[config.mk]
export PLATFORM = sky130hd
export DESIGN_NAME = sdfm_regmap_nch
export DESIGN_NICKNAME = d
export VERILOG_FILES = /design/src/rtl/sdfm_regmap_nch.sv
export SDC_FILE = /design/constraint.sdc
export NUM_CORES = 1
export LEC_CHECK = 0
export CAP_MARGIN = 20
export CORE_UTILIZATION = 48
export CTS_CLUSTER_DIAMETER = 60
export DETAILED_ROUTE_END_ITERATION = 12
export PLACE_DENSITY = 0.8
export SYNTH_ARGS = -nofsm -noshare
export SYNTH_HDL_FRONTEND = slang
export SYNTH_SLANG_ARGS = --single-unit
[constraint.sdc]
create_clock -name SYSCLK -period 1.6 [get_ports SYSCLK]
set_input_delay 0.32 -clock SYSCLK [delete_from_list [all_inputs] [get_ports SYSCLK]]
set_output_delay 0.32 -clock SYSCLK [all_outputs]
set_load 0.01 [all_outputs]
[src/rtl/sdfm_regmap_nch.sv]
// Register map for an NCH-channel sigma-delta filter array.
// Decodes the host register bus, holds global control and per-channel
// filter parameters, latches per-channel filter results, and keeps
// data-ready / overrun status flags that drive a maskable interrupt.
module sdfm_regmap_nch #(
  parameter int         NCH     = 4,
  parameter logic [7:0] DEVADDR = 8'h07
) (
  input  logic              SYSCLK,
  input  logic              SYSRSTn,
  input  logic              WR,
  input  logic              RD,
  input  logic [15:0]       ADDR,
  input  logic [31:0]       WDATA,
  output logic [31:0]       RDATA,
  output logic              RDVALID,
  input  logic [NCH*32-1:0] filt_data_out,
  input  logic [NCH-1:0]    filt_data_update,
  output logic              reg_rsten,
  output logic              reg_clken,
  output logic [NCH*8-1:0]  reg_filtdec,
  output logic [NCH*2-1:0]  reg_inmode,
  output logic [NCH*4-1:0]  reg_clkdiv,
  output logic [NCH-1:0]    reg_filten,
  output logic [NCH-1:0]    reg_filtask,
  output logic [NCH*2-1:0]  reg_filtst,
  output logic              irq
);

  localparam logic [7:0] OFF_CTL   = 8'h08;
  localparam logic [7:0] OFF_STAT  = 8'h10;
  localparam logic [7:0] OFF_IER   = 8'h14;
  localparam logic [7:0] OFF_PARM  = 8'h20;
  localparam logic [7:0] OFF_FDATA = 8'h40;

  // decode
  logic           dev_hit;
  logic           wr_en;
  logic           rd_en;
  logic           hit_ctl;
  logic           hit_stat;
  logic           hit_ier;
  logic [NCH-1:0] hit_parm;
  logic [NCH-1:0] hit_fdata;

  // flag clear terms
  logic [NCH-1:0] drdy_clr;
  logic [NCH-1:0] ovf_clr;

  // register state
  logic [1:0]               ctl_q,      ctl_d;
  logic [NCH-1:0]           ier_drdy_q, ier_drdy_d;
  logic [NCH-1:0]           ier_ovf_q,  ier_ovf_d;
  logic [NCH-1:0][7:0]      dosr_q,     dosr_d;
  logic [NCH-1:0][1:0]      mod_q,      mod_d;
  logic [NCH-1:0][3:0]      div_q,      div_d;
  logic [NCH-1:0]           fen_q,      fen_d;
  logic [NCH-1:0]           aen_q,      aen_d;
  logic [NCH-1:0][1:0]      stf_q,      stf_d;
  logic [NCH-1:0][31:0]     fdata_q,    fdata_d;
  logic [NCH-1:0]           drdy_q,     drdy_d;
  logic [NCH-1:0]           ovf_q,      ovf_d;
  logic [31:0]              rdata_q,    rdata_d;
  logic                     rdvalid_q,  rdvalid_d;
  logic                     irq_q,      irq_d;

  // assembled read words
  logic [31:0] stat_word;
  logic [31:0] ier_word;

  // WDATA bits that map to no register field
  logic unused_wdata;
  assign unused_wdata = ^{WDATA[31:22], WDATA[19:18], WDATA[11:10]};

  // Address decode; only accesses to this device's page are acted on
  always_comb begin
    dev_hit   = (ADDR[15:8] == DEVADDR);
    wr_en     = dev_hit & WR;
    rd_en     = dev_hit & RD;
    hit_ctl   = (ADDR[7:0] == OFF_CTL);
    hit_stat  = (ADDR[7:0] == OFF_STAT);
    hit_ier   = (ADDR[7:0] == OFF_IER);
    hit_parm  = '0;
    hit_fdata = '0;
    for (int i = 0; i < NCH; i++) begin
      hit_parm[i]  = (ADDR[7:0] == (OFF_PARM  + 8'(4 * i)));
      hit_fdata[i] = (ADDR[7:0] == (OFF_FDATA + 8'(4 * i)));
    end
  end

  // Next-state for control, enable and parameter registers and status flags
  always_comb begin
    ctl_d      = ctl_q;
    ier_drdy_d = ier_drdy_q;
    ier_ovf_d  = ier_ovf_q;
    dosr_d     = dosr_q;
    mod_d      = mod_q;
    div_d      = div_q;
    fen_d      = fen_q;
    aen_d      = aen_q;
    stf_d      = stf_q;
    fdata_d    = fdata_q;
    drdy_d     = drdy_q;
    ovf_d      = ovf_q;
    drdy_clr   = '0;
    ovf_clr    = '0;

    if (wr_en && hit_ctl) begin
      ctl_d = WDATA[1:0];
    end
    if (wr_en && hit_ier) begin
      ier_drdy_d = WDATA[NCH-1:0];
      ier_ovf_d  = WDATA[8 +: NCH];
    end

    for (int i = 0; i < NCH; i++) begin
      if (wr_en && hit_parm[i]) begin
        dosr_d[i] = WDATA[7:0];
        mod_d[i]  = WDATA[9:8];
        div_d[i]  = WDATA[15:12];
        fen_d[i]  = WDATA[16];
        aen_d[i]  = WDATA[17];
        stf_d[i]  = WDATA[21:20];
      end

      if (filt_data_update[i]) begin
        fdata_d[i] = filt_data_out[32*i +: 32];
      end

      // A clear is either a write-1 to STAT or an acknowledging FDATA read;
      // a same-cycle update wins over both, and an update that coincides
      // with a clear is a fresh sample rather than an overrun.
      drdy_clr[i] = (wr_en & hit_stat & WDATA[i]) |
                    (rd_en & hit_fdata[i] & aen_q[i]);
      ovf_clr[i]  = wr_en & hit_stat & WDATA[8+i];
      drdy_d[i]   = filt_data_update[i] | (drdy_q[i] & ~drdy_clr[i]);
      ovf_d[i]    = (filt_data_update[i] & drdy_q[i] & ~drdy_clr[i]) |
                    (ovf_q[i] & ~ovf_clr[i]);
    end

    // Interrupt follows the flags and enables as they will be after this edge
    irq_d = |{drdy_d & ier_drdy_d, ovf_d & ier_ovf_d};
  end

  // Read mux on pre-edge values; RDATA is forced to 0 when not qualified
  always_comb begin
    stat_word           = '0;
    stat_word[NCH-1:0]  = drdy_q;
    stat_word[8 +: NCH] = ovf_q;
    ier_word            = '0;
    ier_word[NCH-1:0]   = ier_drdy_q;
    ier_word[8 +: NCH]  = ier_ovf_q;

    rdvalid_d = rd_en;
    rdata_d   = '0;
    if (rd_en) begin
      if (hit_ctl) begin
        rdata_d = {30'b0, ctl_q};
      end else if (hit_stat) begin
        rdata_d = stat_word;
      end else if (hit_ier) begin
        rdata_d = ier_word;
      end else begin
        for (int i = 0; i < NCH; i++) begin
          if (hit_parm[i]) begin
            rdata_d = {10'b0, stf_q[i], 2'b0, aen_q[i], fen_q[i],
                       div_q[i], 2'b0, mod_q[i], dosr_q[i]};
          end
          if (hit_fdata[i]) begin
            rdata_d = fdata_q[i];
          end
        end
      end
    end
  end

  // State registers, all cleared by the asynchronous reset
  always_ff @(posedge SYSCLK or negedge SYSRSTn) begin
    if (!SYSRSTn) begin
      ctl_q      <= '0;
      ier_drdy_q <= '0;
      ier_ovf_q  <= '0;
      dosr_q     <= '0;
      mod_q      <= '0;
      div_q      <= '0;
      fen_q      <= '0;
      aen_q      <= '0;
      stf_q      <= '0;
      fdata_q    <= '0;
      drdy_q     <= '0;
      ovf_q      <= '0;
      rdata_q    <= '0;
      rdvalid_q  <= 1'b0;
      irq_q      <= 1'b0;
    end else begin
      ctl_q      <= ctl_d;
      ier_drdy_q <= ier_drdy_d;
      ier_ovf_q  <= ier_ovf_d;
      dosr_q     <= dosr_d;
      mod_q      <= mod_d;
      div_q      <= div_d;
      fen_q      <= fen_d;
      aen_q      <= aen_d;
      stf_q      <= stf_d;
      fdata_q    <= fdata_d;
      drdy_q     <= drdy_d;
      ovf_q      <= ovf_d;
      rdata_q    <= rdata_d;
      rdvalid_q  <= rdvalid_d;
      irq_q      <= irq_d;
    end
  end

  assign reg_rsten   = ctl_q[0];
  assign reg_clken   = ctl_q[1];
  assign reg_filtdec = dosr_q;
  assign reg_inmode  = mod_q;
  assign reg_clkdiv  = div_q;
  assign reg_filten  = fen_q;
  assign reg_filtask = aen_q;
  assign reg_filtst  = stf_q;
  assign RDATA       = rdata_q;
  assign RDVALID     = rdvalid_q;
  assign irq         = irq_q;

endmodule
==> results of run 1 <==
## area by class of cell
type	instances	share of cell area
sequential	252	0.365
clock buffer	32	0.0407
multi-input combinational	456	0.285
clock inverter	15	0.0146
timing repair buffer	479	0.270
tap	280	0.0203
inverter	22	0.00477
## metrics by stage
stage | util | total power, mW
finish | 0.795 | 15.1
global placement | 0.676 | 8.23
CTS | 0.750 | 15.1
floorplan | - | 7.40
global route | 0.795 | 15.5
detailed placement | 0.676 | 8.27
## cells by family (layout without fill, tap and decap cells)
logic type,count (synthesis),after routing,synth area share
DFF,252,252,0.594
and+or+nand+nor,81,81,0.0457
muxes,212,212,0.224
buffers and inverters,74,548,0.0276
AOI/OAI and AO/OA,163,163,0.110
## worst paths after layout
kind | from | to | slack [ns] | depth (start not counted)
worst max-delay path | ADDR[13] | irq | -0.46 | 8
worst min-delay path | filt_data_update[1] | drdy_q[1] | 0.1 | 3
worst max register to register | reg_filtask[2] | irq | -0.03 | 5
worst min register to register | fdata_q[19] | fdata_q[19] | 0.51 | 1
max in group asynchronous | SYSRSTn | RDATA[13] | 0.62 | 3
min in group asynchronous | SYSRSTn | ovf_q[0] | 0.32 | 2
## cells in the mapped netlist (all sizes together), types with 2 or more instances
cell type,n,share of area
nor4,3,0.0032
and4,2,0.0016
and3,3,0.0018
mux2i,10,0.0094
nor4b,5,0.0061
a31oi,5,0.0029
a21oi,30,0.014
a221oi,23,0.019
o21ai,6,0.0028
inv,22,0.0078
a22o,13,0.011
a32oi,4,0.0033
nor2,13,0.0046
o211ai,3,0.0021
nand2,17,0.0060
buf,13,0.0060
a211oi,12,0.0085
mux2,202,0.21
nand4,2,0.0018
or4b,4,0.0038
a22oi,34,0.024
dfrtp,252,0.59
nor3,12,0.0061
a222oi,3,0.0028
clkbuf,39,0.014
o22ai,25,0.015
nand3,14,0.0066
and2,3,0.0018
o221ai,2,0.0016
## critical path: stages
cell	delay, ns
buf_6	0.09
or4bb_4	0.58
nor3_2	0.20
and4_4	0.30
buf_4	0.15
mux2i_4	0.22
o22ai_1	0.10
or4_1	0.50
## layer usage
layer | GRT usage | share of wire
met2 | 0.534 | 0.47
met5 | 0 | 0
met1 | 0.405 | 0.37
met3 | 0.0745 | 0.097
met4 | 0.170 | 0.058
## power by group through the flow
stage	sequential, mW	clock (mW)	combinational [mW]
after detailed placement	6.99	0	1.29
after CTS	6.88	6.85	1.33
after global routing	6.93	7.11	1.46
after floorplan	6.93	0	0.473
final	6.90	6.80	1.38
after global placement	6.97	0	1.26
## sequential cells by signal, summed over array words and instances, names as in the netlist
| name | cells |
|---|---|
| ctl_q | 2 |
| reg_filtst | 8 |
| reg_filtask | 4 |
| drdy_q | 4 |
| RDVALID | 1 |
| reg_filtdec | 32 |
| ovf_q | 4 |
| fdata_q | 128 |
| reg_inmode | 8 |
| ier_drdy_q | 4 |
| irq | 1 |
| reg_clkdiv | 16 |
| RDATA | 32 |
| ier_ovf_q | 4 |
| reg_filten | 4 |
## repair_timing
item | 4_1_cts | 5_1_grt
gates cloned | 2 | 10
gates resized for setup | 290 | 134
hold buffers | 1 | 0
endpoints found under the setup margin | 231 | 115
setup buffers | 50 | 41
pin swaps | 54 | 43
hold endpoints to repair | 41 | 0
==> flow_summary.yaml, run 1 <==
final_layout:
  stdcell_area_um2: 17300
  area_growth_pct: 62.8
  multiInputGateArea_um2: 4920
  fin_cells: 1536
  antenna_cells: 0
  final_common_cell: "dfrtp_1"
  fin_nets: 1422
  fillers: 1221
  regArea_um2: 6310
  layout-drive-gt1-share: 0.455
  layout_common_cells: "dfrtp_1, clkdlybuf4s50_1, mux2_2"
global_routing:
  grtUsageTotal: 0.327
  gr-total-overflow: 0
  grt_antenna_before_repair: 0
  grt_pass1_vias: 9635
  grt_start_max_net_pins: 54
  grt_pass1_wl_mm: 55.0
drt:
  drt_iter0_markers: 625
  dr.pass1.iters: 7
  drc_errors: 0
  viasPerCell: 6.06
  detail-route-antenna-nets: 0
  drt-total-wl_mm: 40.7
  wl_per_cell_um: 26.5
  num_vias: 9314
yosys:
  syn_area_um2: 10600
  synth-seq-cells: 252
  netlist_instances: 782
  synth_ff_type: "dfrtp_1"
  syn_nets: 966
  synth-edff-count: 0
  yosys_warnings: 0
  synth.distinct_cells: 43
  synthArstFlopShare: 1.00
  syn_avg_cell_area_um2: 13.6
  yosysSeqAreaShare: 0.594
power:
  leakage_nw: 7.97
  p_comb_frac: 0.092
  p_int_mw: 11.8
  cellPowerDensity_nw_per_um2: 872
  p_sw_frac: 0.220
  clock_power_share: 0.451
  p_switching_mw: 3.32
  pwr-share-seq: 0.457
  max-vdd-ir-drop_uv: 852
timing:
  clock_skew_ns: 0.0149
  finalSetupViolations: 108
  finalSetupTns_ns: -27.51
  slew_viol_final: 0
  tightestPinTransition_ns: 0.522
  period_needed_ns: 2.06
  fmax_mhz: 484
  fin_ws_ns: -0.464
  period_share: 1.29
  rsz0062_at_grt: "yes"
  relSlewSlack: 0.652
  hold_slack_ns: 0.0975
  finalHoldViolCount: 0
placement:
  placed_cells: 1405
  place.gp.congestion: 0.912
  hpwlAfterDp_mm: 25.2
  postPlaceCellArea_um2: 14700
  io_buffers: 279
  dp_slack_ns: -1.33
cts:
  cts.sink_count: 252
  clk_latency_ns: 0.54
  cts_tree: "done"
  cts_buffers: 27
  htreeDepth: 1
  clk_pin_slew_ns: 0.06
  root_buffer: "clkbuf_16"
  cts_buffer_depth: 3
die:
  fp.coreArea_um2: 21800
  die_w_um: 151
  die_area_um2: 22700
  die-height_um: 151
  rows: 54
  start_util: 0.488
  io_pins: 292
run_status:
  status: "finished with violations"
  violations: "setup timing"
worst_setup_path:
  crit_path_start_kind: "input pin"
  cp.arrival_ns: 2.46
  cp.required_ns: 2.00
  crit_path_end_kind: "flop"
  critical_path_class: "input pin to flop"
  path_max_fanout: 6
min_path:
  hold_path.class: "input pin to flop"
flow_run:
  drv_cap: 0
Power figures use the tool's default switching activity.
==> run 2, diff against run 1 <==
- SKIP_LAST_GASP: default -> 1
==> run 2 against run 1 <==
The run still ends with setup timing left. Wire length shrank 4.8%. Register-to-register slack is essentially flat. Clock-buffer cell count is the same. Worst setup slack gained 0.029 ns. Critical path depth grew 1. Non-clock buffer count shrank 12. Clock power is essentially flat. Total power is essentially flat. Die area is the same. Maximum frequency grew 1.4%. Sequential power is essentially flat.
==> flow_summary.yaml, run 2 (same netlist as run 1, synthesis figures left out) <==
run_status:
  status: "finished with violations"
  violations: "setup timing"
worst_setup_path:
  crit_top_cell: "buf_6"
  critical_path_class: "input pin to flop"
  cp_slowest_cell: "or4bb_4"
  crit_path_start_kind: "input pin"
  path_max_fanout: 6
  cp.required_ns: 2.00
  cp_cell_sequence: "buf_6 -> or4bb_4 -> buf_6 -> nor3_4 -> buf_6 -> a31oi_4 -> a32oi_2 -> o22ai_1 -> or4_1"
  r2r-start: "reg_filtask[2]"
  path_delay_family: "simple AND/OR/NAND/NOR gates"
  cp.arrival_ns: 2.43
  cp_num_buf_inv: 3
  crit_path_end_kind: "flop"
  setup.worst_path.start: "ADDR[13]"
  critPathMaxStageDelay_ns: 0.58
timing:
  finalSetupTns_ns: -24.00
  rsz0062_at_grt: "yes"
  relSlewSlack: 0.657
  hold_slack_ns: 0.103
  finalSetupViolations: 106
  period_needed_ns: 2.04
  fmax_mhz: 491
  clock_skew_ns: 0.0171
  period_share: 1.27
  slew_viol_final: 0
  tightestPinTransition_ns: 0.514
  fin_ws_ns: -0.435
  finalHoldViolCount: 0
min_path:
  hold_path.class: "input pin to flop"
  min-delay-start: "filt_data_update[1]"
die:
  fp.coreArea_um2: 21800
  die_area_um2: 22700
  io_pins: 292
  rows: 54
  start_util: 0.488
  die_w_um: 151
  die-height_um: 151
cts:
  clk_latency_ns: 0.54
  htreeDepth: 1
  cts_tree: "done"
  cts_buffers: 27
  cts_buffer_depth: 3
  root_buffer: "clkbuf_16"
  cts.sink_count: 252
  clk_pin_slew_ns: 0.06
global_routing:
  gr-max-usage-layer: "met2"
  gr-total-overflow: 0
  use_met2: 0.535
  met1_usage: 0.405
  met3_usage: 0.0742
  grt_antenna_before_repair: 0
  grt_start_max_net_pins: 54
  grt_pass1_vias: 9597
  grt_pass1_wl_mm: 54.9
  grtUsageTotal: 0.327
drt:
  dr.pass1.iters: 5
  viasPerCell: 5.97
  detail-route-antenna-nets: 0
  drc_errors: 0
  wl_per_cell_um: 25.4
  drt-total-wl_mm: 38.8
  drt_iter0_markers: 590
  num_vias: 9102
placement:
  placed_cells: 1405
  hpwlAfterDp_mm: 25.2
  postPlaceCellArea_um2: 14700
  place.gp.congestion: 0.912
  dp_slack_ns: -1.33
  io_buffers: 279
final_layout:
  largest_register_ffs: 128
  utilization: 0.774
  fin_cells: 1524
  layout_common_cells: "dfrtp_1, mux2_2, clkdlybuf4s50_1"
  area_growth_pct: 58.5
  largest-register: "fdata_q"
  antenna_cells: 0
  layout-drive-gt1-share: 0.452
  stdcell_area_um2: 16800
  fin_nets: 1410
  final_common_cell: "dfrtp_1"
flow_run:
  drv_cap: 0
power:
  leakage_nw: 7.82
  max-vdd-ir-drop_uv: 733
  total_power_mw: 15.1
  cellPowerDensity_nw_per_um2: 895
[run 2: cell count changes in the layout (fill, tap and decap cells not counted), sizes merged]
| cell | change |
|---|---|
| buf | -8 |
| clkbuf | -3 |
| clkdlybuf4s15 | -4 |
| dlygate4sd2 | +3 |
[run 2: worst register-to-register path, cell delays in order (launching register included)]
cell and delay (ns):
dfrtp_2 0.42, buf_4 0.17, a31oi_4 0.10, a21oi_2 0.19
o22ai_1 0.09, or4_1 0.51
[run 2: final timing paths]
kind / slack [ns] / cells past startpoint / to
max: -0.44 / 9 / irq
min: 0.10 / 3 / drdy_q[1]
max reg2reg: -0.02 / 5 / irq
min reg2reg: 0.50 / 1 / fdata_q[11]
max in group asynchronous: 0.63 / 3 / RDATA[13]
min in group asynchronous: 0.31 / 2 / ovf_q[0]
[run 2: layer usage]
metal,routed length (µm),vias to the layer above
li1,-,3844
met5,0,-
met4,2170,0
met2,18600,496
met3,3530,153
met1,14500,4609
[run 2: cell type report]
type	instances	area [µm²]
sequential	252	6310
fill	1335	4920
multi-input combinational	456	4640
timing repair buffer	467	4500
clock buffer	32	704
tap	280	350
clock inverter	15	253
inverter	22	82.6
[run 2: repair_timing]
action / CTS / global route
gates resized for setup: 263 / 82
pin swaps: 53 / 53
hold buffers: 1 / 0
gates cloned: 2 / 5
buffers inserted: 50 / 33
endpoints found under the setup margin: 231 / 114
hold endpoints to repair: 41 / 0
[run 2: power breakdown]
| group | switching [mW] | internal (mW) |
|---|---|---|
| clock network | 2.56 | 4.25 |
| registers | 0.203 | 6.70 |
| logic | 0.560 | 0.798 |
| total | 3.32 | 11.7 |
==> run 3, diff against run 2 <==
- CORE_ASPECT_RATIO: default -> 0.9
==> run 3 against run 2 <==
The run still ends with setup timing left. Combinational power decreased by 3%. Sequential power about the same. Clock power decreased by 9.9%. Sequential share of layout area increased by 1.5 points. Clock skew decreased by 0.0095 ns. Global-route usage decreased by 0.32 points. Maximum frequency increased by 3.1%. Worst setup slack improved by 0.060 ns. Clock-buffer cell count increased by 2. Cell count decreased by 1.8%. Non-clock buffer count decreased by 39. Largest cell class unchanged.
==> flow_summary.yaml, run 3 (same netlist as run 1, synthesis figures left out) <==
global_routing:
  grt_antenna_before_repair: 0
  grtUsageTotal: 0.324
  grt_start_max_net_pins: 59
  grt_pass1_vias: 9276
  grt_pass1_wl_mm: 55.2
  gr-total-overflow: 0
worst_setup_path:
  path_delay_family: "simple AND/OR/NAND/NOR gates"
  critical_path_class: "input pin to flop"
  r2r_end: "irq"
  critPathMaxStageDelay_ns: 0.57
  crit_path_end_kind: "flop"
  path_max_fanout: 8
  cp.arrival_ns: 2.37
  setup.worst_path.start: "ADDR[11]"
  cp_num_buf_inv: 3
  crit_end: "irq"
  r2r_cells: 5
  cp_slowest_cell: "or4b_4"
  r2r-start: "reg_filtask[3]"
  crit_top_cell: "buf_6"
  r2r_setup_slack_ns: 0.01
  crit_path_start_kind: "input pin"
  cp_num_cells: 9
  cp.required_ns: 2.00
  cp_cell_sequence: "buf_6 -> or4b_4 -> nor4_4 -> buf_6 -> buf_6 -> nand3_1 -> a32oi_2 -> o22ai_1 -> or4_1"
final_layout:
  fin_nets: 1370
  layout-drive-gt1-share: 0.402
  fin_cells: 1497
  largest_register_ffs: 128
  final_common_cell: "dfrtp_1"
  stdcell_area_um2: 16200
  utilization: 0.746
  antenna_cells: 0
  layout_common_cells: "dfrtp_1, mux2_2, clkdlybuf4s50_1"
  largest-register: "fdata_q"
  area_growth_pct: 52.3
drt:
  viasPerCell: 5.84
  drt_iter0_markers: 524
  drt-total-wl_mm: 36.8
  dr.pass1.iters: 5
  num_vias: 8737
  drc_errors: 0
  detail-route-antenna-nets: 0
  wl_per_cell_um: 24.6
run_status:
  violations: "setup timing"
  status: "finished with violations"
die:
  die_area_um2: 22700
  io_pins: 292
  start_util: 0.490
  fp.coreArea_um2: 21700
  rows: 51
  die-height_um: 143
  die_w_um: 159
timing:
  slew_viol_final: 0
  fmax_mhz: 506
  period_share: 1.23
  relSlewSlack: 0.698
  finalSetupViolations: 103
  hold_slack_ns: 0.0983
  clock_skew_ns: 0.00768
  finalHoldViolCount: 0
  rsz0062_at_grt: "yes"
  finalSetupTns_ns: -9.47
  fin_ws_ns: -0.375
  tightestPinTransition_ns: 0.454
  period_needed_ns: 1.97
cts:
  cts_buffer_depth: 3
  cts.sink_count: 252
  root_buffer: "clkbuf_16"
  cts_tree: "done"
  clk_latency_ns: 0.53
  clk_pin_slew_ns: 0.06
  cts_buffers: 26
  htreeDepth: 1
min_path:
  hold_path.class: "input pin to flop"
  holdPathStages: 3
flow_run:
  drv_cap: 0
placement:
  dp_slack_ns: -1.43
  hpwlAfterDp_mm: 25.7
  placed_cells: 1409
  io_buffers: 279
  place.gp.congestion: 0.945
  postPlaceCellArea_um2: 14600
power:
  leakage_nw: 7.51
  cellPowerDensity_nw_per_um2: 886
  max-vdd-ir-drop_uv: 668
  total_power_mw: 14.3
==> run 3: cell count changes in the layout (fill, tap and decap cells not counted), moves of 8 or more <==
| cell | before | now |
|---|---|---|
| a211oi_1 | 0 | 10 |
| a211oi_2 | 11 | 2 |
| a21oi_1 | 15 | 24 |
| a21oi_2 | 13 | 5 |
| buf_4 | 125 | 105 |
| buf_6 | 40 | 24 |
| mux2_2 | 201 | 166 |
| mux2_4 | 1 | 36 |
==> run 3: area by class of cell <==
class / instances / area, µm²
clock inverters: 14 / 111
flip-flops and latches: 252 / 6310
clock buffers: 34 / 762
fillers: 1459 / 5520
inverters: 22 / 82.6
multi-input cells: 456 / 4500
well taps: 291 / 364
repair buffers: 428 / 4060
==> run 3: repair_timing <==
action                                  4_1_cts  5_1_grt
hold buffers                                  1        0
buffers inserted                             29        9
endpoints found under the setup margin      231      118
resized for setup                           276       48
gates cloned                                  2        0
hold endpoints to repair                    173        0
pin swaps                                    30       18
==> run 3: per-layer routing <==
layer  up-vias  part of all wire  GRT usage
met5         -                 0          0
met2       452              0.47      0.527
met3        85             0.087     0.0744
li1       3761                 -          -
met1      4439              0.41      0.429
met4         0             0.034      0.110
==> run 3: tightest hold or removal path, cell delays in order <==
cell and delay (ns):
buf_2 0.17, a21oi_2 0.06, inv_1 0.05
==> run 3: worst min-delay path by stage <==
stage / slack, ns / startpoint / end
after global routing: 0.11 / filt_data_update[3] / drdy_q[3]
after global placement: 0.21 / SYSRSTn / RDATA[3]
after CTS: 0.08 / filt_data_update[1] / drdy_q[1]
after detailed placement: 0.21 / SYSRSTn / RDATA[3]
after floorplan: 0.02 / SYSRSTn / RDATA[0]
final: 0.1 / filt_data_update[1] / drdy_q[1]
==> run 3: where the power goes <==
group	internal (mW)	total, mW	leakage [nW]	switching, mW
sequential	6.70	6.89	3.19	0.192
combinational	0.782	1.32	3.89	0.539
clock	3.53	6.13	0.429	2.60
